## src/rtl/present_pkg.sv

```systemverilog
// Shared definitions for the PRESENT-80 encryptor.
// Provides datapath widths, the default round count, the control FSM state
// type, and the S-box, permutation-layer and key-schedule helpers.
package present_pkg;

  localparam int unsigned DATA_W      = 64;
  localparam int unsigned KEY_W       = 80;
  localparam int unsigned NROUNDS_DEF = 31;

  typedef enum logic [1:0] {IDLE, RUN, FINISH} state_t;

  // PRESENT 4-bit S-box
  function automatic logic [3:0] sbox(input logic [3:0] x);
    logic [3:0] y;
    unique case (x)
      4'h0: y = 4'hC;  4'h1: y = 4'h5;  4'h2: y = 4'h6;  4'h3: y = 4'hB;
      4'h4: y = 4'h9;  4'h5: y = 4'h0;  4'h6: y = 4'hA;  4'h7: y = 4'hD;
      4'h8: y = 4'h3;  4'h9: y = 4'hE;  4'hA: y = 4'hF;  4'hB: y = 4'h8;
      4'hC: y = 4'h4;  4'hD: y = 4'h7;  4'hE: y = 4'h1;  default: y = 4'h2;
    endcase
    return y;
  endfunction

  // Bit i moves to (16*i) mod 63; bit 63 stays in place.
  function automatic logic [DATA_W-1:0] p_layer(input logic [DATA_W-1:0] d);
    logic [DATA_W-1:0] p;
    p = '0;
    for (int unsigned i = 0; i < 63; i++)
      p[6'((16 * i) % 63)] = d[6'(i)];
    p[63] = d[63];
    return p;
  endfunction

  // Rotate left 61, S-box the top nibble, fold the round counter into [19:15].
  function automatic logic [KEY_W-1:0] key_update(input logic [KEY_W-1:0] k,
                                                  input logic [4:0]       r);
    logic [KEY_W-1:0] t;
    t          = {k[18:0], k[79:19]};
    t[79:76]   = sbox(t[79:76]);
    t[19:15]   = t[19:15] ^ r;
    return t;
  endfunction

endpackage

```

## src/rtl/present_if.sv

```systemverilog
// Register-bank side bus of the PRESENT encryptor.
//   chip_enable, load, idat, key : driven by the bank (master)
//   odat, done, busy             : driven by the encryptor (slave)
interface present_if;
  import present_pkg::*;

  logic              chip_enable;
  logic              load;
  logic [DATA_W-1:0] idat;
  logic [KEY_W-1:0]  key;
  logic [DATA_W-1:0] odat;
  logic              done;
  logic              busy;

  modport master (output chip_enable, load, idat, key,
                  input  odat, done, busy);
  modport slave  (input  chip_enable, load, idat, key,
                  output odat, done, busy);
endinterface

```

## src/rtl/present_encrypt_round.sv

```systemverilog
// One PRESENT round, purely combinational.
//   dreg/kreg : current state and key register
//   round     : 5-bit round counter fed to the key schedule
//   d_nxt     : pLayer(sLayer(dreg ^ kreg[79:16]))
//   k_nxt     : key register after the schedule update
module present_round
  import present_pkg::*;
(
  input  logic [DATA_W-1:0] dreg,
  input  logic [KEY_W-1:0]  kreg,
  input  logic [4:0]        round,
  output logic [DATA_W-1:0] d_nxt,
  output logic [KEY_W-1:0]  k_nxt
);

  logic [DATA_W-1:0] s_in;
  logic [DATA_W-1:0] s_out;

  assign s_in = dreg ^ kreg[79:16];

  for (genvar g = 0; g < 16; g++) begin : g_sbox
    assign s_out[4*g +: 4] = sbox(s_in[4*g +: 4]);
  end

  assign d_nxt = p_layer(s_out);
  assign k_nxt = key_update(kreg, round);

endmodule

```

## src/rtl/present_encrypt.sv

```systemverilog
// Iterative PRESENT-80 encryptor, one round per enabled clock.
//   clk, rst_n : clock (rising edge), asynchronous active-low reset
//   bus        : slave side of present_if (chip_enable/load/idat/key in,
//                odat/done/busy out)
// load samples idat/key and (re)starts; 31 rounds follow, then a final key
// addition writes odat and pulses done.
module present_encrypt
  import present_pkg::*;
#(
  parameter int unsigned NROUNDS = NROUNDS_DEF
)(
  input  logic clk,
  input  logic rst_n,
  present_if.slave bus
);

  state_t            state, state_nxt;
  logic [DATA_W-1:0] dreg, d_nxt, odat_r;
  logic [KEY_W-1:0]  kreg, k_nxt;
  logic [4:0]        round;
  logic              done_r, busy_r;
  logic              last_round;

  assign last_round = (round == 5'(NROUNDS));

  present_round u_round (
    .dreg  (dreg),
    .kreg  (kreg),
    .round (round),
    .d_nxt (d_nxt),
    .k_nxt (k_nxt)
  );

  always_comb begin
    state_nxt = state;
    if (bus.load) begin
      state_nxt = RUN;
    end else begin
      unique case (state)
        RUN:     if (last_round) state_nxt = FINISH;
        FINISH:  state_nxt = IDLE;
        default: state_nxt = IDLE;
      endcase
    end
  end

  always_ff @(posedge clk or negedge rst_n) begin
    if (!rst_n) state <= IDLE;
    else if (bus.chip_enable) state <= state_nxt;
  end

  always_ff @(posedge clk or negedge rst_n) begin
    if (!rst_n) begin
      dreg   <= '0;
      kreg   <= '0;
      odat_r <= '0;
      round  <= '0;
      done_r <= 1'b0;
      busy_r <= 1'b0;
    end else if (bus.chip_enable) begin
      if (bus.load) begin
        dreg   <= bus.idat;
        kreg   <= bus.key;
        round  <= 5'd1;
        busy_r <= 1'b1;
        done_r <= 1'b0;
      end else begin
        unique case (state)
          RUN: begin
            dreg   <= d_nxt;
            kreg   <= k_nxt;
            done_r <= 1'b0;
            // Terminal count is tested before increment so round never wraps.
            if (!last_round) round <= round + 5'd1;
          end
          FINISH: begin
            odat_r <= dreg ^ kreg[79:16];
            done_r <= 1'b1;
            busy_r <= 1'b0;
            round  <= '0;
          end
          default: done_r <= 1'b0;
        endcase
      end
    end
  end

  assign bus.odat = odat_r;
  assign bus.done = done_r & bus.chip_enable;
  assign bus.busy = busy_r;

endmodule

```

## src/flat_wrapper.sv

```systemverilog
// flat-port wrapper written by rule: the top's interface ports become plain ports
module present_encrypt_flat import present_pkg::*;
#(
  parameter int unsigned NROUNDS = NROUNDS_DEF
)
  (clk, rst_n, bus_chip_enable, bus_load, bus_idat, bus_key, bus_odat, bus_done, bus_busy);
  present_if bus_i ();
  input  logic clk;
  input  logic rst_n;
  input wire logic [$bits(bus_i.chip_enable)-1:0] bus_chip_enable;
  input wire logic [$bits(bus_i.load)-1:0] bus_load;
  input wire logic [$bits(bus_i.idat)-1:0] bus_idat;
  input wire logic [$bits(bus_i.key)-1:0] bus_key;
  output wire logic [$bits(bus_i.odat)-1:0] bus_odat;
  output wire logic [$bits(bus_i.done)-1:0] bus_done;
  output wire logic [$bits(bus_i.busy)-1:0] bus_busy;
  assign bus_i.chip_enable = bus_chip_enable;
  assign bus_i.load = bus_load;
  assign bus_i.idat = bus_idat;
  assign bus_i.key = bus_key;
  assign bus_odat = bus_i.odat;
  assign bus_done = bus_i.done;
  assign bus_busy = bus_i.busy;
  present_encrypt #(.NROUNDS(NROUNDS)) u_core (.clk(clk), .rst_n(rst_n), .bus(bus_i));
endmodule
```

## config.mk

```make
export PLATFORM = sky130hd
export DESIGN_NAME = present_encrypt_flat
export DESIGN_NICKNAME = d
export VERILOG_FILES = /design/src/rtl/present_pkg.sv /design/src/rtl/present_if.sv /design/src/rtl/present_encrypt_round.sv /design/src/rtl/present_encrypt.sv /design/src/flat_wrapper.sv
export SDC_FILE = /design/constraint.sdc
export NUM_CORES = 1
export LEC_CHECK = 0
export CAP_MARGIN = 25
export CORE_MARGIN = 3
export CORE_UTILIZATION = 30
export DETAILED_ROUTE_END_ITERATION = 7
export PLACE_DENSITY = 0.61
export SYNTH_ARGS = -nofsm -noshare
export SYNTH_HDL_FRONTEND = slang
export SYNTH_SLANG_ARGS = --single-unit
```

## constraint.sdc

```tcl
create_clock -name clk -period 2.35 [get_ports clk]
set_input_delay 0.47 -clock clk [delete_from_list [all_inputs] [get_ports clk]]
set_output_delay 0.47 -clock clk [all_outputs]
set_load 0.1 [all_outputs]
```

# After elaboration in Yosys (flattened, before gate mapping)
# Memories as Yosys holds them, arrays and structs flattened.
# Index checks and enable logic that the tools add are counted.
word_totals:
  ff_bits: 217
  rom_bits: 1088
  inputBits: 148
  wordCells: 56
  memories: 17
memory_table:
  columns: ["memory", "depth", "word_bits", "read_ports", "rd_ports_with_merged_regs", "wr", "line", "rtl"]
  rows:
  - ["(name not given)", 16, 4, 1, 0, 0, "present_pkg.sv:15", "unique case (x)"]
  - ["(name not given)", 16, 4, 1, 0, 0, "present_pkg.sv:15", null]
  - ["(name not given)", 16, 4, 1, 0, 0, "present_pkg.sv:15", null]
  - ["(name not given)", 16, 4, 1, 0, 0, "present_pkg.sv:15", null]
  - ["(name not given)", 16, 4, 1, 0, 0, "present_pkg.sv:15", null]
  - ["(name not given)", 16, 4, 1, 0, 0, "present_pkg.sv:15", null]
  - ["+11 memories", null, null, null, null, null, null, null]
classes:
  add_sub_neg: 1
  n_eq_ne: 5
  muxes: 14
  bitwise: 4
  n_reduce_logical: 8
op_table:
  columns: ["operator", "n"]
  rows:
  - ["$mux 80", 2]
  - ["$mux 64", 2]
  - ["$xor 64x64->64", 1]
  - ["$mux 5", 2]
  - ["$pmux 5 s2", 1]
  - ["$mux 2", 3]
  - ["$reduce_and 2->1", 3]
  - ["$reduce_and 3->1", 2]
  - ["$add 5x1->5 const B", 1]
  - ["$eq 5x5->1 const B", 1]
  - ["$xor 5x5->5", 1]
  - ["$mux 1", 4]
  - ["$reduce_bool 2->1", 2]
  - ["$ne 3x2->1 const B", 1]
  - ["$ne 3x3->1 const B", 1]
  - ["$reduce_bool 3->1", 1]
  - ["$eq 2x1->1 const B", 1]
  - ["$eq 2x2->1 const B", 1]
  - ["$and 1x1->1", 1]
  - ["$not 1->1", 1]

# Logic depth before layout (Yosys ltp)
# Gate-level depths: netlist of the first run.
logic_depth:
  depth_word: 4
  depth_mapped: 8

# Hierarchy
# From an unflattened synthesis of the first run, not the netlist that was laid out.
hier_totals:
  cells_unflattened: 1363
  hier_area_um2: 13754.4
modules_own_cells:
  columns: ["mod", "n_inst", "cells_per_inst", "area_each_um2"]
  rows:
  - ["present_encrypt", 1, 944, 9920.8]
  - ["present_round", 1, 419, 3833.7]

# Least setup slack after synthesis of the first run
# OpenSTA, ideal clock, no wires.
synth_path:
  kind: "input to output"
  start: "in bus_chip_enable"
  end: "out bus_done"
  arrival_ns: 1.655
  path_slack_ns: 0.225
  cell_stages: 3
  path_cell_list: "buf_2 clkbuf_1 and2_1"
synth_between:
  elab_chain_cells: 1
synth_lines:
  columns: ["item", "line", "rtl"]
  rows:
  - ["start, declared", "flat_wrapper.sv:10", "input wire logic [$bits(bus_i.chip_enable)-1:0] bus_chip_enable;"]
  - ["$and 1x1->1", "present_encrypt.sv:89", "assign bus.done = done_r & bus.chip_enable;"]
  - ["end, declared", "flat_wrapper.sv:15", "output wire logic [$bits(bus_i.done)-1:0] bus_done;"]
# Every way passes these cells.

# Worst setup path after layout of the first run
layout_path:
  start: "reg u_core.kreg[52]"
  end: "reg u_core.dreg[41]"
layout_between:
  elab_chain_cells: 4
layout_lines:
  columns: ["item", "line", "rtl"]
  rows:
  - ["start, declared", "present_encrypt.sv:19", "logic [KEY_W-1:0] kreg, k_nxt;"]
  - ["start signal, assigned", "present_encrypt.sv:63", "kreg <= bus.key;"]
  - ["start signal, assigned", "present_encrypt.sv:71", "kreg <= k_nxt;"]
  - ["$xor 64x64->64", "present_encrypt_round.sv:19", "assign s_in = dreg ^ kreg[79:16];"]
  - ["$mem_v2 16x4", null, null]
  - ["$mux 64", "present_encrypt.sv:68", "unique case (state)"]
  - ["$mux 64", "present_encrypt.sv:61", "if (bus.load) begin"]
  - ["end signal, assigned", "present_encrypt.sv:62", "dreg <= bus.idat;"]
  - ["end signal, assigned", "present_encrypt.sv:70", "dreg <= d_nxt;"]
  - ["end, declared", "present_encrypt.sv:18", "logic [DATA_W-1:0] dreg, d_nxt, odat_r;"]
# Every way passes these cells. The select of a mux whose other input is x is not followed.
# A chain may end at the register's enable or synchronous reset.

==> results of run 1 <==
Yosys cell counts, types with 28 or more instances:
cell and number:
a21oi_1 112, and3_1 29, buf_2 41, clkbuf_1 28, dfrtp_1 217, ha_1 55, inv_1 46, mux2i_1 105
nand2_1 128, nor2_1 108, o21ai_0 164, xnor2_1 67
metrics by stage:
stage / instances / util [%] / power, mW
final: 2078 / 40.4 / 17.4
after detailed placement: 2031 / 38.2 / 13.2
after CTS: 2078 / 40.4 / 17.5
after floorplan: 1293 / - / 10.2
after global routing: 2078 / 40.4 / 18.7
after global placement: 2031 / 38.2 / 12.9
power groups by stage:
stage                     logic, mW  registers (mW)  clock network (mW)
after global placement         7.65            5.27                   0
final                          8.00            5.24                4.20
after floorplan                5.24            4.96                   0
after global routing           8.91            5.31                4.44
after CTS                      7.97            5.23                4.30
after detailed placement       7.93            5.28                   0
layer usage:
metal,up-vias,wire [microns]
li1,5057,-
met1,5222,19400
met2,295,20400
met3,50,2160
met4,0,1080
met5,-,0
worst paths after layout:
| check | endpoint | depth (start not counted) |
|---|---|---|
| worst max-delay path | u_core.dreg[41]$_DFFE_PN0P_ | 5 |
| min in group asynchronous | u_core.dreg[25]$_DFFE_PN0P_ | 2 |
| worst min register to register | u_core.kreg[11]$_DFFE_PN0P_ | 2 |
| worst min-delay path | u_core.dreg[28]$_DFFE_PN0P_ | 3 |
| max in group asynchronous | u_core.bus.odat[56]$_DFFE_PN0P_ | 3 |
| worst max register to register | u_core.dreg[41]$_DFFE_PN0P_ | 5 |
final cells by class:
type	count	area (sq um)
multi-input combinational	958	6360
timing repair buffer	286	2710
sequential	217	5430
clock inverter	10	165
inverter	46	173
fill	3923	23900
tap	525	657
clock buffer	36	718
state kept, by name, indices dropped and copies added (netlist names):
signal           count
u_core.round         5
u_core.dreg         64
u_core.done_r        1
u_core.bus.odat     64
u_core.kreg         80
u_core.state         2
u_core.bus.busy      1
cells by family (layout without fill, tap and decap cells):
kind of cell	count (synthesis)	in the layout	share of synthesized area (%)
XOR/XNOR	98	98	7.24
buffers and inverters	118	378	4.06
AND/OR/NAND/NOR	314	314	10.8
adder cells (fa/ha/maj)	55	55	5.61
AO/OA/AOI/OAI	371	371	17.9
flip-flops	217	217	44.3
multiplexers	120	120	10.1
worst max-delay path: cells and delay by family, from the launching register on:
kind	cells	cell delay, ns
flops	1	0.45
buf+inv	1	0.15
compound gates	1	0.33
xor+xnor	1	0.36
mux	1	0.46
fa+ha+maj	1	0.34
what timing repair did:
| action | 4_1_cts | 5_1_grt |
|---|---|---|
| resized for setup | 0 | 0 |
| hold endpoints to repair | 53 | 0 |
| hold buffers | 1 | 0 |
==> qor.csv, run 1 <==
stage;metric;value;unit
pwr;Power Dens Cells;1080;nW/um^2
drt;Via-to-Cell Ratio;5.11;
logic_synthesis;Main synth FF type;dfrtp_1;
global_route;met3 Usage GRT;2.61;%
die;row count;73;
clock_tree;CTS tree;done;
global_route;vias in the first global route;10600;
drt;TritonRoute pass-1 iters;5;
drt;post-route ant nets;0;
pwr;peak supply drop;590;uV
logic_synthesis;share of the yosys chip area belonging to registers;44.3;%
global_route;largest net degree at the start of global routing;63;
place;DP Area;15300;sq um
sta;Hold Fails Final Rpt;0;
sta;Max Freq;0.452;GHz
clock_tree;Post-CTS Setup Bufs;0;
pwr;clock network fraction of design power;24.1;%
pwr;Comb pwr share;45.9;%
sta;Final Max Tran Viols;0;
logic_synthesis;area share of the largest cell type after synthesis;44.3;%
place;Port Buffers;213;
worst_setup_path;CP max FO;3;
clock_tree;CTS Root Cell;clkbuf_16;
sta;Max-slew headroom;46.0;%
drt;Routed WL;43.1;mm
die;IO Count;214;
job;maxcap violations;0;
die;core area;40100;sq um
worst_setup_path;CP max stage delay;0.46;ns
place;gpl congestion;0.869;
die;Die H;208;microns
drt;Avg WL per Cell;20.7;microns
place;Setup WS pre-CTS;0.114;ns
pwr;leakage;7.49;nW
logic_synthesis;largest cells by area after synthesis;dfrtp_1 (44%), mux2i_1 (8.6%), o21ai_0 (6.7%);
worst_setup_path;critical path class;register to register;
place;Final HPWL DP;33.6;mm
final_layout;synth-to-layout area growth;32.1;%
worst_setup_path;WP data required;2.77;ns
sta;final setup fails;0;
clock_tree;Sink Count;217;
final_layout;most frequent cells in the layout;dfrtp_1 (217), o21ai_0 (164), clkdlybuf4s50_1 (145), nand2_1 (128), buf_4 (123);
logic_synthesis;synth unique cells;41;
logic_synthesis;Syn Nets;1496;
drt;Starting DRT DRC Count;650;
worst_setup_path;CP Cell Sequence;xnor2_1 -> inv_1 -> ha_1 -> mux4_2 -> a221o_1;
die;Initial Util;30.6;%
final_layout;Final Instance Area;16200;sq um
final_layout;Ant. Diodes;0;
logic_synthesis;EDFF count, synth;0;
worst_setup_path;reg2reg start;u_core.kreg[52]$_DFFE_PN0P_;
logic_synthesis;Mapped Area;12300;sq um
sta;Fin Hold WS;0.404;ns
worst_setup_path;CP Launch Point;u_core.kreg[52]$_DFFE_PN0P_;
global_route;global-route met1 utilization;27.0;%
global_route;Remaining Overflow, GRT;0;
clock_tree;Worst-Skew Late Latency;0.54;ns
worst_hold_path;HP Start;bus_load;
die;die area;43400;sq um
pwr;Flop pwr share;30.0;%
global_route;grt peak-use layer;met2;
global_route;GRT Total Usage;19.4;%
final_layout;Layout Nets;1738;
pwr;Int Power;10.4;mW
sta;RSZ-0062 raised after global routing;no;
worst_setup_path;startpoint types;register;
sta;Clock Skew;0.0101;ns
drt;DRC Markers;0;
global_route;global-route wire length before repair;65.6;mm
pwr;Net Sw Power;7.02;mW
logic_synthesis;Ys Warns;0;
logic_synthesis;syn_area_per_cell;9.49;sq um
clock_tree;TritonCTS Buffers;26;
sta;Slew @ Worst Pin;0.804;ns
worst_setup_path;CP endpoint kind;register;
drt;routed vias;10600;
clock_tree;Reg clk slew, reported paths;0.06;ns
clock_tree;deepest clock path buffer count;3;
final_layout;share of layout cells above drive strength 1;13.1;%
global_route;M2 GR Usage;31.9;%
sta;period utilization;94.2;%
logic_synthesis;Synth area leader;dfrtp_1;
sta;Period minus WS final;2.21;ns
pwr;Switching Share;40.3;%
worst_hold_path;HP Class;primary input to register;
worst_setup_path;crit path max-delay cell type;mux4_2;
die;Die X;208;microns
worst_setup_path;R2R setup slack;0.14;ns
sta;final setup margin;0.137;ns
sta;Post-Route Setup TNS;0;ns
logic_synthesis;cell count after synthesis;1293;
logic_synthesis;ys async rst share;100;%
clock_tree;level count of the clock H-tree;1;
worst_setup_path;Worst EP arrival;2.63;ns
logic_synthesis;Yosys reg bits;217;
global_route;initial antenna violation count;0;
final_layout;commonest non-fill, non-tap cell in the layout;dfrtp_1;
run_status;status;finished clean;
Note: power is estimated with default switching activity, not from simulation.
==> run 2, diff against run 1 <==
- SETUP_SLACK_MARGIN: default -> 0.3
==> run 2 against run 1 <==
Critical endpoint is now u_core.round[2]$_DFFE_PN0P_. Combinational power up 2.7%. Hold slack lost 0.092 ns. Global-route usage is 0.12 points higher. Setup slack gained 0.19 ns. Clock skew rose by 0.012 ns. Maximum frequency grew 9.3%.
==> qor.csv, run 2 (synthesized netlist as in run 1, its figures left out) <==
stage;metric;value;unit;change
worst_setup_path;worst path bufs/invs;0;;-1
clock_tree;Worst-Skew Late Latency;0.56;ns;+0.02 ns
pwr;Net Sw Power;7.28;mW;+3.7%
drt;Routed WL;43.4;mm;+0.84%
clock_tree;CTS tree;done;;
sta;final setup fails;0;;unchanged
worst_setup_path;CP max FO;6;;+3
final_layout;commonest non-fill, non-tap cell in the layout;dfrtp_1;;
final_layout;most flop-heavy register;u_core.kreg;;
clock_tree;Reg clk slew, reported paths;0.06;ns;about the same
final_layout;most frequent cells in the layout;dfrtp_1 (212), o21ai_0 (163), clkdlybuf4s50_1 (144), buf_4 (129), nand2_1 (128);;
die;Die H;208;microns;unchanged
pwr;clock network fraction of design power;26.8;%;+2.7 points
sta;Post-Route Setup TNS;0;ns;unchanged
die;Die X;208;microns;unchanged
worst_setup_path;CP endpoint kind;register;;
clock_tree;deepest clock path buffer count;3;;unchanged
sta;Max-slew headroom;49.4;%;+3.4 points
place;gpl congestion;0.852;;-1.9%
place;Setup WS pre-CTS;0.0122;ns;-0.102 ns
worst_setup_path;crit path max-delay cell type;nor4_1;;
job;maxcap violations;0;;unchanged
global_route;largest net degree at the start of global routing;77;;+22%
sta;Period minus WS final;2.02;ns;-0.188 ns
worst_hold_path;HP Class;primary input to register;;
sta;Final Max Tran Viols;0;;unchanged
drt;WL met1;18.7;mm;-3.7%
global_route;global-route wire length before repair;65.4;mm;-0.26%
worst_setup_path;CP dominant cell by count;ha_1;;
final_layout;Ant. Diodes;0;;unchanged
die;row count;73;;unchanged
global_route;Remaining Overflow, GRT;0;;unchanged
final_layout;area occupied by multi-input gates;6630;sq um;+4.3%
sta;Slew @ Worst Pin;0.753;ns;-0.0504 ns
run_status;status;finished clean;;
clock_tree;level count of the clock H-tree;1;;unchanged
clock_tree;CTS Root Cell;clkbuf_16;;
drt;routed vias;10600;;+0.17%
pwr;Switching Share;39.3;%;-0.97 points
sta;period utilization;86.2;%;-8.0 points
place;Final HPWL DP;33.8;mm;+0.54%
pwr;Flop pwr share;28.9;%;-1.1 points
drt;top sig layer;met5;;
clock_tree;TritonCTS Buffers;27;;+3.8%
worst_setup_path;WP data required;2.83;ns;+0.06 ns
global_route;GRT Total Usage;19.5;%;+0.12 points
die;Initial Util;30.6;%;unchanged
global_route;initial antenna violation count;1;;+1
worst_setup_path;CP top delay family;simple AND/OR/NAND/NOR gates;;
drt;routed wl met2;20.2;mm;-0.71%
sta;Clock Skew;0.0226;ns;+0.0124 ns
place;Port Buffers;213;;unchanged
pwr;Comb pwr share;44.3;%;-1.6 points
final_layout;share of layout cells above drive strength 1;16.0;%;+2.9 points
final_layout;register area;5440;sq um;+0.12%
sta;Hold Fails Final Rpt;0;;unchanged
final_layout;Layout Nets;1739;;+0.058%
drt;Starting DRT DRC Count;747;;+15%
drt;Avg WL per Cell;20.9;microns;+0.64%
worst_setup_path;Worst EP arrival;2.51;ns;-0.12 ns
worst_setup_path;CP Cell Sequence;ha_1 -> and3_1 -> ha_1 -> nor4_1 -> nand2_1 -> o21ai_0;;
drt;DRC Markers;0;;unchanged
sta;final setup margin;0.325;ns;+0.188 ns
worst_setup_path;CP max stage delay;0.52;ns;+0.06 ns
drt;post-route ant nets;0;;unchanged
drt;TritonRoute pass-1 iters;5;;unchanged
drt;met3 wire length;3.01;mm;+40%
worst_setup_path;critical path class;register to register;;
worst_setup_path;startpoint types;register;;
final_layout;max reg flops;80;;unchanged
final_layout;Fillers;3843;;-2.0%
pwr;peak supply drop;533;uV;-9.7%
die;IO Count;214;;unchanged
pwr;Int Power;11.3;mW;+8.0%
pwr;Power Dens Cells;1120;nW/um^2;+3.7%
global_route;vias in the first global route;10700;;+0.69%
pwr;leakage;7.65;nW;+2.1%
sta;RSZ-0062 raised after global routing;yes;;
sta;Max Freq;0.494;GHz;+9.3%
die;die area;43400;sq um;unchanged
die;core area;40100;sq um;unchanged
clock_tree;Sink Count;217;;unchanged
final_layout;synth-to-layout area growth;35.3;%;
drt;Via-to-Cell Ratio;5.11;;about the same
==> run 2: repair_timing <==
action	CTS	global route
endpoints found under the setup margin	13	30
resized for setup	12	30
hold endpoints to repair	40	0
pin swaps	0	4
buffers inserted	0	5
hold buffers	1	0
==> run 2: worst paths after layout <==
path	from	end	slack (ns)	cells after the start
setup / recovery	u_core.round[0]$_DFFE_PN0P_	u_core.round[2]$_DFFE_PN0P_	0.33	6
min in group asynchronous	rst_n	u_core.bus.odat[1]$_DFFE_PN0P_	0.42	2
hold reg to reg	u_core.kreg[14]$_DFFE_PN0P_	u_core.kreg[14]$_DFFE_PN0P_	0.48	2
hold / removal	bus_load	u_core.dreg[28]$_DFFE_PN0P_	0.31	3
setup reg to reg	u_core.round[0]$_DFFE_PN0P_	u_core.round[2]$_DFFE_PN0P_	0.33	6
max in group asynchronous	rst_n	u_core.bus.odat[60]$_DFFE_PN0P_	1.19	3
==> run 2: worst min-delay path: cells and delay by family <==
kind                   cells  cell delay, ns
AND/OR/NAND/NOR            2            0.17
buffers and inverters      1            0.17
==> run 2: through the flow <==
step	hold WS (ns)	instance area [sq um]	power, mW	instances	utilization, %
2_1_floorplan	0.174	12300	10.2	1293	-
3_3_place_gp	0.392	15200	12.9	2026	37.9
3_5_place_dp	0.401	15200	13.1	2026	37.9
4_1_cts	0.288	16400	18.3	2077	40.8
5_1_grt	0.326	16600	19.7	2082	41.4
6_report	0.312	16600	18.5	2082	41.4
==> run 2: final cells by class <==
| cell class | instances | area share (%) |
|---|---|---|
| tap | 525 | 3.96 |
| clock inverter | 20 | 2.16 |
| inverter | 46 | 1.04 |
| timing repair buffer | 286 | 15.9 |
| clock buffer | 30 | 4.32 |
| multi-input combinational | 958 | 39.9 |
| sequential | 217 | 32.7 |
==> run 2: layer usage <==
layer / global-route usage [%] / vias to the layer above
met1: 26.0 / 5123
li1: - / 5051
met5: 0 / -
met2: 31.7 / 391
met3: 4.34 / 75
met4: 6.23 / 2
==> run 2: power groups by stage <==
stage                     sequential, mW  combinational, mW  clock, mW
after detailed placement            5.28               7.85          0
after global placement              5.26               7.59          0
after CTS                           5.27               7.96       5.06
after global routing                5.44               9.09       5.21
after floorplan                     4.96               5.24          0
final                               5.35               8.22       4.97
